**src/rtl/fp_cmp_stream_if.sv**
```systemverilog
// fp_cmp_stream_if: operand/result bundle and valid/ready handshake of the pipelined FP compare unit.
interface fp_cmp_stream_if #(
  parameter int ExpWidth = 8,
  parameter int ManWidth = 23,
  parameter int NumLanes = 4,
  parameter int TagWidth = 4
);
  localparam int DataWidth = ExpWidth + ManWidth + 3;
  logic                          in_valid_i;
  logic                          in_ready_o;
  logic [2:0]                    op_i;
  logic [TagWidth-1:0]           tag_i;
  logic [NumLanes*DataWidth-1:0] operand_a_i;
  logic [NumLanes*DataWidth-1:0] operand_b_i;
  logic                          out_valid_o;
  logic                          out_ready_i;
  logic [NumLanes*DataWidth-1:0] result_o;
  logic [NumLanes-1:0]           unordered_o;
  logic [TagWidth-1:0]           tag_o;
  logic                          illegal_op_o;
  logic                          sticky_unord_o;
  logic                          sticky_clr_i;
  modport master (
    output in_valid_i, op_i, tag_i, operand_a_i, operand_b_i, out_ready_i, sticky_clr_i,
    input  in_ready_o, out_valid_o, result_o, unordered_o, tag_o, illegal_op_o, sticky_unord_o
  );
  modport slave (
    input  in_valid_i, op_i, tag_i, operand_a_i, operand_b_i, out_ready_i, sticky_clr_i,
    output in_ready_o, out_valid_o, result_o, unordered_o, tag_o, illegal_op_o, sticky_unord_o
  );
endinterface

```
**src/rtl/fp_cmp_stream.sv**
```systemverilog
// fp_cmp_stream: elastic multi-lane FloPoCo-format compare/min/max pipeline with sticky unordered flag.
module fp_cmp_stream #(
  parameter int ExpWidth  = 8,
  parameter int ManWidth  = 23,
  parameter int NumLanes  = 4,
  parameter int NumStages = 2,
  parameter int TagWidth  = 4
) (
  input logic            clk_i,
  input logic            rst_ni,
  fp_cmp_stream_if.slave bus
);
  localparam int DataWidth = ExpWidth + ManWidth + 3;
  localparam int MagWidth  = ExpWidth + ManWidth;
  localparam int PayWidth  = NumLanes * DataWidth + NumLanes + TagWidth + 1;
  localparam logic [DataWidth-1:0] CanonNan = {2'b11, {(DataWidth-2){1'b0}}};

  logic [NumLanes-1:0][DataWidth-1:0] res_c;
  logic [NumLanes-1:0]                unord_c;
  logic                               illegal_c;
  logic [PayWidth-1:0]                pay_c;
  logic [PayWidth-1:0]                pay_out;

  assign illegal_c = bus.op_i[2:1] == 2'b11;

  for (genvar l = 0; l < NumLanes; l++) begin : g_lane
    logic [DataWidth-1:0] a, b, pick;
    logic [MagWidth-1:0]  ma, mb;
    logic [2:0]           ra, rb;
    logic sa, sb, nan_a, nan_b, za, zb, unord, lt_ab, lt_ba, eq, a_lt_b, b_lt_a, pred;
    assign a     = bus.operand_a_i[l*DataWidth +: DataWidth];
    assign b     = bus.operand_b_i[l*DataWidth +: DataWidth];
    assign sa    = a[DataWidth-3];
    assign sb    = b[DataWidth-3];
    assign ma    = a[MagWidth-1:0];
    assign mb    = b[MagWidth-1:0];
    assign nan_a = &a[DataWidth-1 -: 2];
    assign nan_b = &b[DataWidth-1 -: 2];
    assign za    = a[DataWidth-1 -: 2] == 2'b00;
    assign zb    = b[DataWidth-1 -: 2] == 2'b00;
    // class rank: -inf, -normal, zero, +normal, +inf; NaN lands on an inf rank but is masked by unord
    assign ra    = za ? 3'd2 : a[DataWidth-1] ? (sa ? 3'd0 : 3'd4) : (sa ? 3'd1 : 3'd3);
    assign rb    = zb ? 3'd2 : b[DataWidth-1] ? (sb ? 3'd0 : 3'd4) : (sb ? 3'd1 : 3'd3);
    assign lt_ab = ra != rb ? ra < rb : ra == 3'd3 ? ma < mb : ra == 3'd1 && ma > mb;
    assign lt_ba = ra != rb ? rb < ra : ra == 3'd3 ? mb < ma : ra == 3'd1 && mb > ma;
    assign eq    = !lt_ab && !lt_ba;
    assign unord = nan_a || nan_b;
    // min/max order splits the zero class so that -0 sorts below +0
    assign a_lt_b = lt_ab || (za && zb && sa && !sb);
    assign b_lt_a = lt_ba || (za && zb && sb && !sa);
    assign pick  = unord ? (nan_a && nan_b ? CanonNan : nan_a ? b : a)
                         : ((bus.op_i[0] ? a_lt_b : b_lt_a) ? b : a);
    assign pred  = bus.op_i[1:0] == 2'b11 ? unord
                 : !unord && (bus.op_i[1] ? eq : lt_ab || (bus.op_i[0] && eq));
    assign res_c[l]   = illegal_c ? '0 : bus.op_i[2] ? pick : DataWidth'(pred);
    assign unord_c[l] = unord;
  end

  assign pay_c = {illegal_c, bus.tag_i, unord_c, res_c};
  assign {bus.illegal_op_o, bus.tag_o, bus.unordered_o, bus.result_o} = pay_out;

  if (NumStages == 0) begin : g_comb
    assign pay_out         = pay_c;
    assign bus.out_valid_o = bus.in_valid_i;
    assign bus.in_ready_o  = bus.out_ready_i;
  end else begin : g_pipe
    logic [NumStages-1:0]               v_q, v_d, v_in, rdy;
    logic [NumStages-1:0][PayWidth-1:0] pay_q, pay_d, pay_in;
    logic                               acc;
    assign v_in   = NumStages'({v_q, bus.in_valid_i});
    assign pay_in = (NumStages*PayWidth)'({pay_q, pay_c});
    always_comb begin
      acc   = bus.out_ready_i;
      rdy   = '0;
      v_d   = v_q;
      pay_d = pay_q;
      for (int k = NumStages - 1; k >= 0; k--) begin
        acc    = acc || !v_q[k];
        rdy[k] = acc;
      end
      for (int k = 0; k < NumStages; k++) begin
        v_d[k]   = rdy[k] ? v_in[k] : v_q[k];
        pay_d[k] = rdy[k] && v_in[k] ? pay_in[k] : pay_q[k];
      end
    end
    always_ff @(posedge clk_i or negedge rst_ni) begin
      if (!rst_ni) begin
        v_q   <= '0;
        pay_q <= '0;
      end else begin
        v_q   <= v_d;
        pay_q <= pay_d;
      end
    end
    assign pay_out         = pay_q[NumStages-1];
    assign bus.out_valid_o = v_q[NumStages-1];
    assign bus.in_ready_o  = rdy[0];
  end

  logic sticky_q, sticky_d;
  assign sticky_d = (bus.out_valid_o && bus.out_ready_i && |bus.unordered_o) || (sticky_q && !bus.sticky_clr_i);
  always_ff @(posedge clk_i or negedge rst_ni) begin
    if (!rst_ni) sticky_q <= 1'b0;
    else sticky_q <= sticky_d;
  end
  assign bus.sticky_unord_o = sticky_q;
endmodule

```
**src/flat_wrapper.sv**
```systemverilog
// flat-port wrapper written by rule: the top's interface ports become plain ports
module fp_cmp_stream_flat 
#(
  parameter int ExpWidth  = 8,
  parameter int ManWidth  = 23,
  parameter int NumLanes  = 4,
  parameter int NumStages = 2,
  parameter int TagWidth  = 4
)
  (clk_i, rst_ni, bus_in_valid_i, bus_op_i, bus_tag_i, bus_operand_a_i, bus_operand_b_i, bus_out_ready_i, bus_sticky_clr_i, bus_in_ready_o, bus_out_valid_o, bus_result_o, bus_unordered_o, bus_tag_o, bus_illegal_op_o, bus_sticky_unord_o);
  fp_cmp_stream_if #(.ExpWidth(ExpWidth), .ManWidth(ManWidth), .NumLanes(NumLanes), .TagWidth(TagWidth)) bus_i ();
  input logic clk_i;
  input logic rst_ni;
  input wire logic [$bits(bus_i.in_valid_i)-1:0] bus_in_valid_i;
  input wire logic [$bits(bus_i.op_i)-1:0] bus_op_i;
  input wire logic [$bits(bus_i.tag_i)-1:0] bus_tag_i;
  input wire logic [$bits(bus_i.operand_a_i)-1:0] bus_operand_a_i;
  input wire logic [$bits(bus_i.operand_b_i)-1:0] bus_operand_b_i;
  input wire logic [$bits(bus_i.out_ready_i)-1:0] bus_out_ready_i;
  input wire logic [$bits(bus_i.sticky_clr_i)-1:0] bus_sticky_clr_i;
  output wire logic [$bits(bus_i.in_ready_o)-1:0] bus_in_ready_o;
  output wire logic [$bits(bus_i.out_valid_o)-1:0] bus_out_valid_o;
  output wire logic [$bits(bus_i.result_o)-1:0] bus_result_o;
  output wire logic [$bits(bus_i.unordered_o)-1:0] bus_unordered_o;
  output wire logic [$bits(bus_i.tag_o)-1:0] bus_tag_o;
  output wire logic [$bits(bus_i.illegal_op_o)-1:0] bus_illegal_op_o;
  output wire logic [$bits(bus_i.sticky_unord_o)-1:0] bus_sticky_unord_o;
  assign bus_i.in_valid_i = bus_in_valid_i;
  assign bus_i.op_i = bus_op_i;
  assign bus_i.tag_i = bus_tag_i;
  assign bus_i.operand_a_i = bus_operand_a_i;
  assign bus_i.operand_b_i = bus_operand_b_i;
  assign bus_i.out_ready_i = bus_out_ready_i;
  assign bus_i.sticky_clr_i = bus_sticky_clr_i;
  assign bus_in_ready_o = bus_i.in_ready_o;
  assign bus_out_valid_o = bus_i.out_valid_o;
  assign bus_result_o = bus_i.result_o;
  assign bus_unordered_o = bus_i.unordered_o;
  assign bus_tag_o = bus_i.tag_o;
  assign bus_illegal_op_o = bus_i.illegal_op_o;
  assign bus_sticky_unord_o = bus_i.sticky_unord_o;
  fp_cmp_stream #(.ExpWidth(ExpWidth), .ManWidth(ManWidth), .NumLanes(NumLanes), .NumStages(NumStages), .TagWidth(TagWidth)) u_core (.clk_i(clk_i), .rst_ni(rst_ni), .bus(bus_i));
endmodule
```
**config.mk**
```make
export PLATFORM = sky130hd
export DESIGN_NAME = fp_cmp_stream_flat
export DESIGN_NICKNAME = d
export VERILOG_FILES = /design/src/rtl/fp_cmp_stream_if.sv /design/src/rtl/fp_cmp_stream.sv /design/src/flat_wrapper.sv
export SDC_FILE = /design/constraint.sdc
export NUM_CORES = 1
export LEC_CHECK = 0
export CAP_MARGIN = 40
export CORE_MARGIN = 5
export CORE_UTILIZATION = 40
export CTS_CLUSTER_SIZE = 24
export DETAILED_ROUTE_END_ITERATION = 16
export PLACE_DENSITY = 0.68
export SYNTH_ARGS = -nofsm -noshare
export SYNTH_HDL_FRONTEND = slang
export SYNTH_SLANG_ARGS = --single-unit
```
**constraint.sdc**
```tcl
create_clock -name clk_i -period 3.9 [get_ports clk_i]
set_input_delay 0.585 -clock clk_i [delete_from_list [all_inputs] [get_ports clk_i]]
set_output_delay 0.585 -clock clk_i [all_outputs]
set_load 0.01 [all_outputs]
```
==> impl_metrics.xml <==
<?xml version="1.0" encoding="UTF-8"?>
<metrics>
  <group name="outcome">
    <metric name="status" unit="">finished, final reports clean</metric>
  </group>
  <group name="yosys">
    <metric name="cell_area_after_synthesis" unit="um^2">16300</metric>
    <metric name="yosys-top-cells-area" unit="">dfrtp_1 (45%), ha_1 (10%), mux2_2 (10%)</metric>
    <metric name="postSynthRegisterBits" unit="">293</metric>
    <metric name="synth_flop_cell" unit="">dfrtp_1</metric>
    <metric name="synthesis.nets" unit="">1959</metric>
    <metric name="seq_area_frac_synth" unit="%">44.9</metric>
    <metric name="syn-mean-instance-area" unit="um^2">10.6</metric>
    <metric name="synthDominantAreaCellType" unit="">dfrtp_1</metric>
    <metric name="ys_types" unit="">75</metric>
    <metric name="synth_top_cell_area_share" unit="%">44.9</metric>
    <metric name="async_flop_share" unit="%">100</metric>
    <metric name="count_of_synthesis_stage_warnings_from_yosys" unit="">0</metric>
    <metric name="syn-instance-count" unit="">1539</metric>
    <metric name="synth-edff-count" unit="">0</metric>
  </group>
  <group name="cells_and_area">
    <metric name="fin_area" unit="um^2">22900</metric>
    <metric name="number_of_nets_in_the_layout" unit="">2415</metric>
    <metric name="leading_cell_type_in_the_layout_fill_and_taps_excluded" unit="">clkdlybuf4s50_1</metric>
    <metric name="most-common-layout-cells" unit="">clkdlybuf4s50_1 (430), dfrtp_1 (293), mux2_2 (145), inv_1 (139), ha_1 (136)</metric>
    <metric name="layout.filler_cells" unit="">3507</metric>
    <metric name="post_layout_nonfiller_instances" unit="">2558</metric>
    <metric name="drive_above_1_share" unit="%">14.6</metric>
    <metric name="layout-area-overhead-vs-synth" unit="%">40.3</metric>
  </group>
  <group name="timing">
    <metric name="grt_setup_unrepaired" unit="">false</metric>
    <metric name="layout_worst_path_cycle_share" unit="%">90.7</metric>
    <metric name="tightestPinTransition" unit="ns">0.836</metric>
    <metric name="hold_slack" unit="ns">0.0306</metric>
    <metric name="report.final.setup_viol" unit="">0</metric>
    <metric name="hold_viol" unit="">0</metric>
    <metric name="slew_headroom" unit="%">44.3</metric>
    <metric name="max_freq" unit="MHz">283</metric>
    <metric name="slew_violations" unit="">0</metric>
    <metric name="timing.final.crit_period" unit="ns">3.54</metric>
    <metric name="layout_setup_ws" unit="ns">0.362</metric>
    <metric name="finalClockSkew" unit="ns">0.0167</metric>
  </group>
  <group name="floorplanning">
    <metric name="num_rows" unit="">74</metric>
    <metric name="die-height" unit="um">212</metric>
    <metric name="core-area" unit="um^2">40600</metric>
    <metric name="ios" unit="">432</metric>
    <metric name="die_area" unit="um^2">45000</metric>
    <metric name="initial_standard_cell_utilization_of_the_core" unit="%">40.2</metric>
    <metric name="die_width" unit="um">212</metric>
  </group>
  <group name="global_routing">
    <metric name="routing_layer_with_the_top_usage_in_global_route" unit="">met2</metric>
    <metric name="grtUsageMet2" unit="%">37.3</metric>
    <metric name="grt_start_max_net_pins" unit="">80</metric>
    <metric name="grt_antenna_before_repair" unit="">3</metric>
    <metric name="grt-ovfl-total" unit="">0</metric>
    <metric name="groute.layer.met1.usage" unit="%">29.8</metric>
    <metric name="grt.met3_usage" unit="%">6.43</metric>
    <metric name="gr-usage-all-layers" unit="%">22.9</metric>
    <metric name="first_pass_grt_wire_length" unit="mm">81.9</metric>
    <metric name="first_global_vias" unit="">14700</metric>
  </group>
  <group name="setup_path">
    <metric name="crit_required" unit="ns">4.31</metric>
    <metric name="cp-end-kind" unit="">flip-flop</metric>
    <metric name="critical_path_class" unit="">primary input to flip-flop</metric>
    <metric name="critical_path.max_fanout" unit="">12</metric>
    <metric name="startpoint_type" unit="">primary input</metric>
    <metric name="critPathArrivalTime" unit="ns">3.95</metric>
    <metric name="reg2reg_setup_slack" unit="ns">1.76</metric>
  </group>
  <group name="power_and_ir_drop">
    <metric name="finalPower" unit="W">0.00956</metric>
    <metric name="vdd.ir_drop.worst" unit="mV">0.298</metric>
    <metric name="p_leak" unit="nW">11.0</metric>
    <metric name="power.density" unit="nW/um^2">417</metric>
  </group>
  <group name="clock_tree">
    <metric name="clock_insertion_delay_worst_skew" unit="ns">0.55</metric>
    <metric name="tritoncts_num_sinks" unit="">293</metric>
    <metric name="htree_num_levels" unit="">2</metric>
    <metric name="inserted_clock_buffers" unit="">36</metric>
    <metric name="cts_tree" unit="">done</metric>
    <metric name="cts_max_path_buffers" unit="">3</metric>
    <metric name="clock_tree.root_cell" unit="">clkbuf_16</metric>
    <metric name="cts.clk_slew.worst_paths" unit="ns">0.06</metric>
  </group>
  <group name="route">
    <metric name="wl" unit="mm">52.8</metric>
    <metric name="drt.antenna.violating_nets" unit="">0</metric>
    <metric name="wl_per_cell" unit="um">20.6</metric>
    <metric name="avgViaCountPerCell" unit="">5.48</metric>
    <metric name="detailroute.via_count" unit="">14000</metric>
    <metric name="detail_route.drc_violations" unit="">0</metric>
    <metric name="detail_route.first_pass.iterations" unit="">5</metric>
    <metric name="drt_first_iter_violations" unit="">722</metric>
  </group>
  <group name="place">
    <metric name="rd_place_congestion" unit="">0.856</metric>
    <metric name="placement_stage_worst_setup_slack" unit="ns">-0.301</metric>
    <metric name="dpl_cell_area" unit="um^2">21700</metric>
    <metric name="post-place-cells" unit="">2489</metric>
    <metric name="post-dp-hpwl" unit="mm">38.8</metric>
    <metric name="placement.io_buffers" unit="">431</metric>
  </group>
  <group name="job">
    <metric name="cap_violations" unit="">0</metric>
  </group>
  <group name="worst_hold_path">
    <metric name="timing.hold.worst.class" unit="">primary input to asynchronous set/reset pin</metric>
  </group>
</metrics>
[per-layer routing]
layer / vias up / wire (um)
li1: 6581 / -
met1: 6867 / 22200
met2: 488 / 24900
met3: 82 / 4310
met4: 2 / 1320
met5: - / 20
[Yosys cell counts, types with 27 or more instances]
master,instances
a221o_1,80
o21ai_0,27
inv_1,139
nor2_1,41
a21oi_1,82
and3_1,36
nand4_1,29
dfrtp_1,293
nand2_1,132
ha_1,136
and2_1,53
clkbuf_1,57
a32oi_1,32
mux2_2,145
[worst max-delay path: stages]
cell and delay, ns:
clkdlybuf4s50_1 0.49, inv_1 0.06, ha_1 0.29, nand4_1 0.20
nor4_1 0.42, buf_4 0.19, a21boi_1 0.31, o2111a_1 0.23
a311oi_1 0.05, buf_4 0.15, a22oi_1 0.27, a21boi_2 0.13
buf_4 0.20, a221oi_1 0.28, o21ai_1 0.11
[cell families (layout without fill, tap and decap cells)]
| logic type | after synthesis | after routing | synth area share, % |
|---|---|---|---|
| AND/OR/NAND/NOR | 390 | 390 | 12.2 |
| buffers and inverters | 216 | 699 | 5.28 |
| AO/OA/AOI/OAI | 358 | 358 | 17.2 |
| multiplexers | 146 | 146 | 10.1 |
| adder cells (fa/ha/maj) | 136 | 136 | 10.4 |
| flip-flops | 293 | 293 | 44.9 |
| other | 0 | 4 | 0 |
[final cells by class]
| cell class | instances | area (um^2) | share of cell area (%) |
|---|---|---|---|
| Antenna cell | 4 | 10.0 | 0.0437 |
| Clock buffer | 52 | 1050 | 4.59 |
| Clock inverter | 13 | 176 | 0.770 |
| Inverter | 141 | 529 | 2.31 |
| Multi-Input combinational cell | 1030 | 8180 | 35.7 |
| Sequential cell | 293 | 7330 | 32.0 |
| Tap cell | 532 | 666 | 2.91 |
| Timing Repair Buffer | 493 | 4950 | 21.6 |
[what timing repair did]
item,CTS,global route
hold endpoints to repair,0,0
gates resized for setup,0,1
setup endpoints to repair,0,5
buffers inserted,0,0
hold buffers,0,0
[worst paths after layout]
check / start / end / depth (start not counted)
worst max-delay path: bus_operand_b_i[131] / u_core.g_pipe.pay_in[247]$_DFFE_PN0P_ / 15
worst min register to register: u_core.g_pipe.pay_in[266]$_DFFE_PN0P_ / u_core.g_pipe.pay_in[266]$_DFFE_PN0P_ / 2
worst max register to register: u_core.g_pipe.v_q[1]$_DFFE_PN0P_ / u_core.g_pipe.pay_in[191]$_DFFE_PN0P_ / 7
min in group clk_i: u_core.g_pipe.pay_in[266]$_DFFE_PN0P_ / u_core.g_pipe.pay_in[266]$_DFFE_PN0P_ / 2
worst min-delay path: rst_ni / u_core.pay_out[58]$_DFFE_PN0P_ / 1
max in group asynchronous: rst_ni / u_core.g_pipe.pay_in[165]$_DFFE_PN0P_ / 2
[report_power, final]
group / switching (W) / leakage [nW] / internal (W)
clock network: 0.00134 / 0.609 / 0.00214
logic: 0.00108 / 6.45 / 0.00130
registers: 0.000234 / 3.91 / 0.00345
[stage by stage]
stage	util (%)	setup TNS (ns)
5_1_grt	56.3	0
3_3_place_gp	53.2	-3.87
6_report	56.3	0
2_1_floorplan	-	0
4_1_cts	56.3	0
3_5_place_dp	53.3	-12.21
[sequential cells by signal, summed over array words and instances, names as in the netlist]
name and count:
u_core.pay_out 145, u_core.bus.sticky_unord_o 1, u_core.g_pipe.pay_in 145, u_core.g_pipe.v_q 2
(Power assumes the default switching activity.)
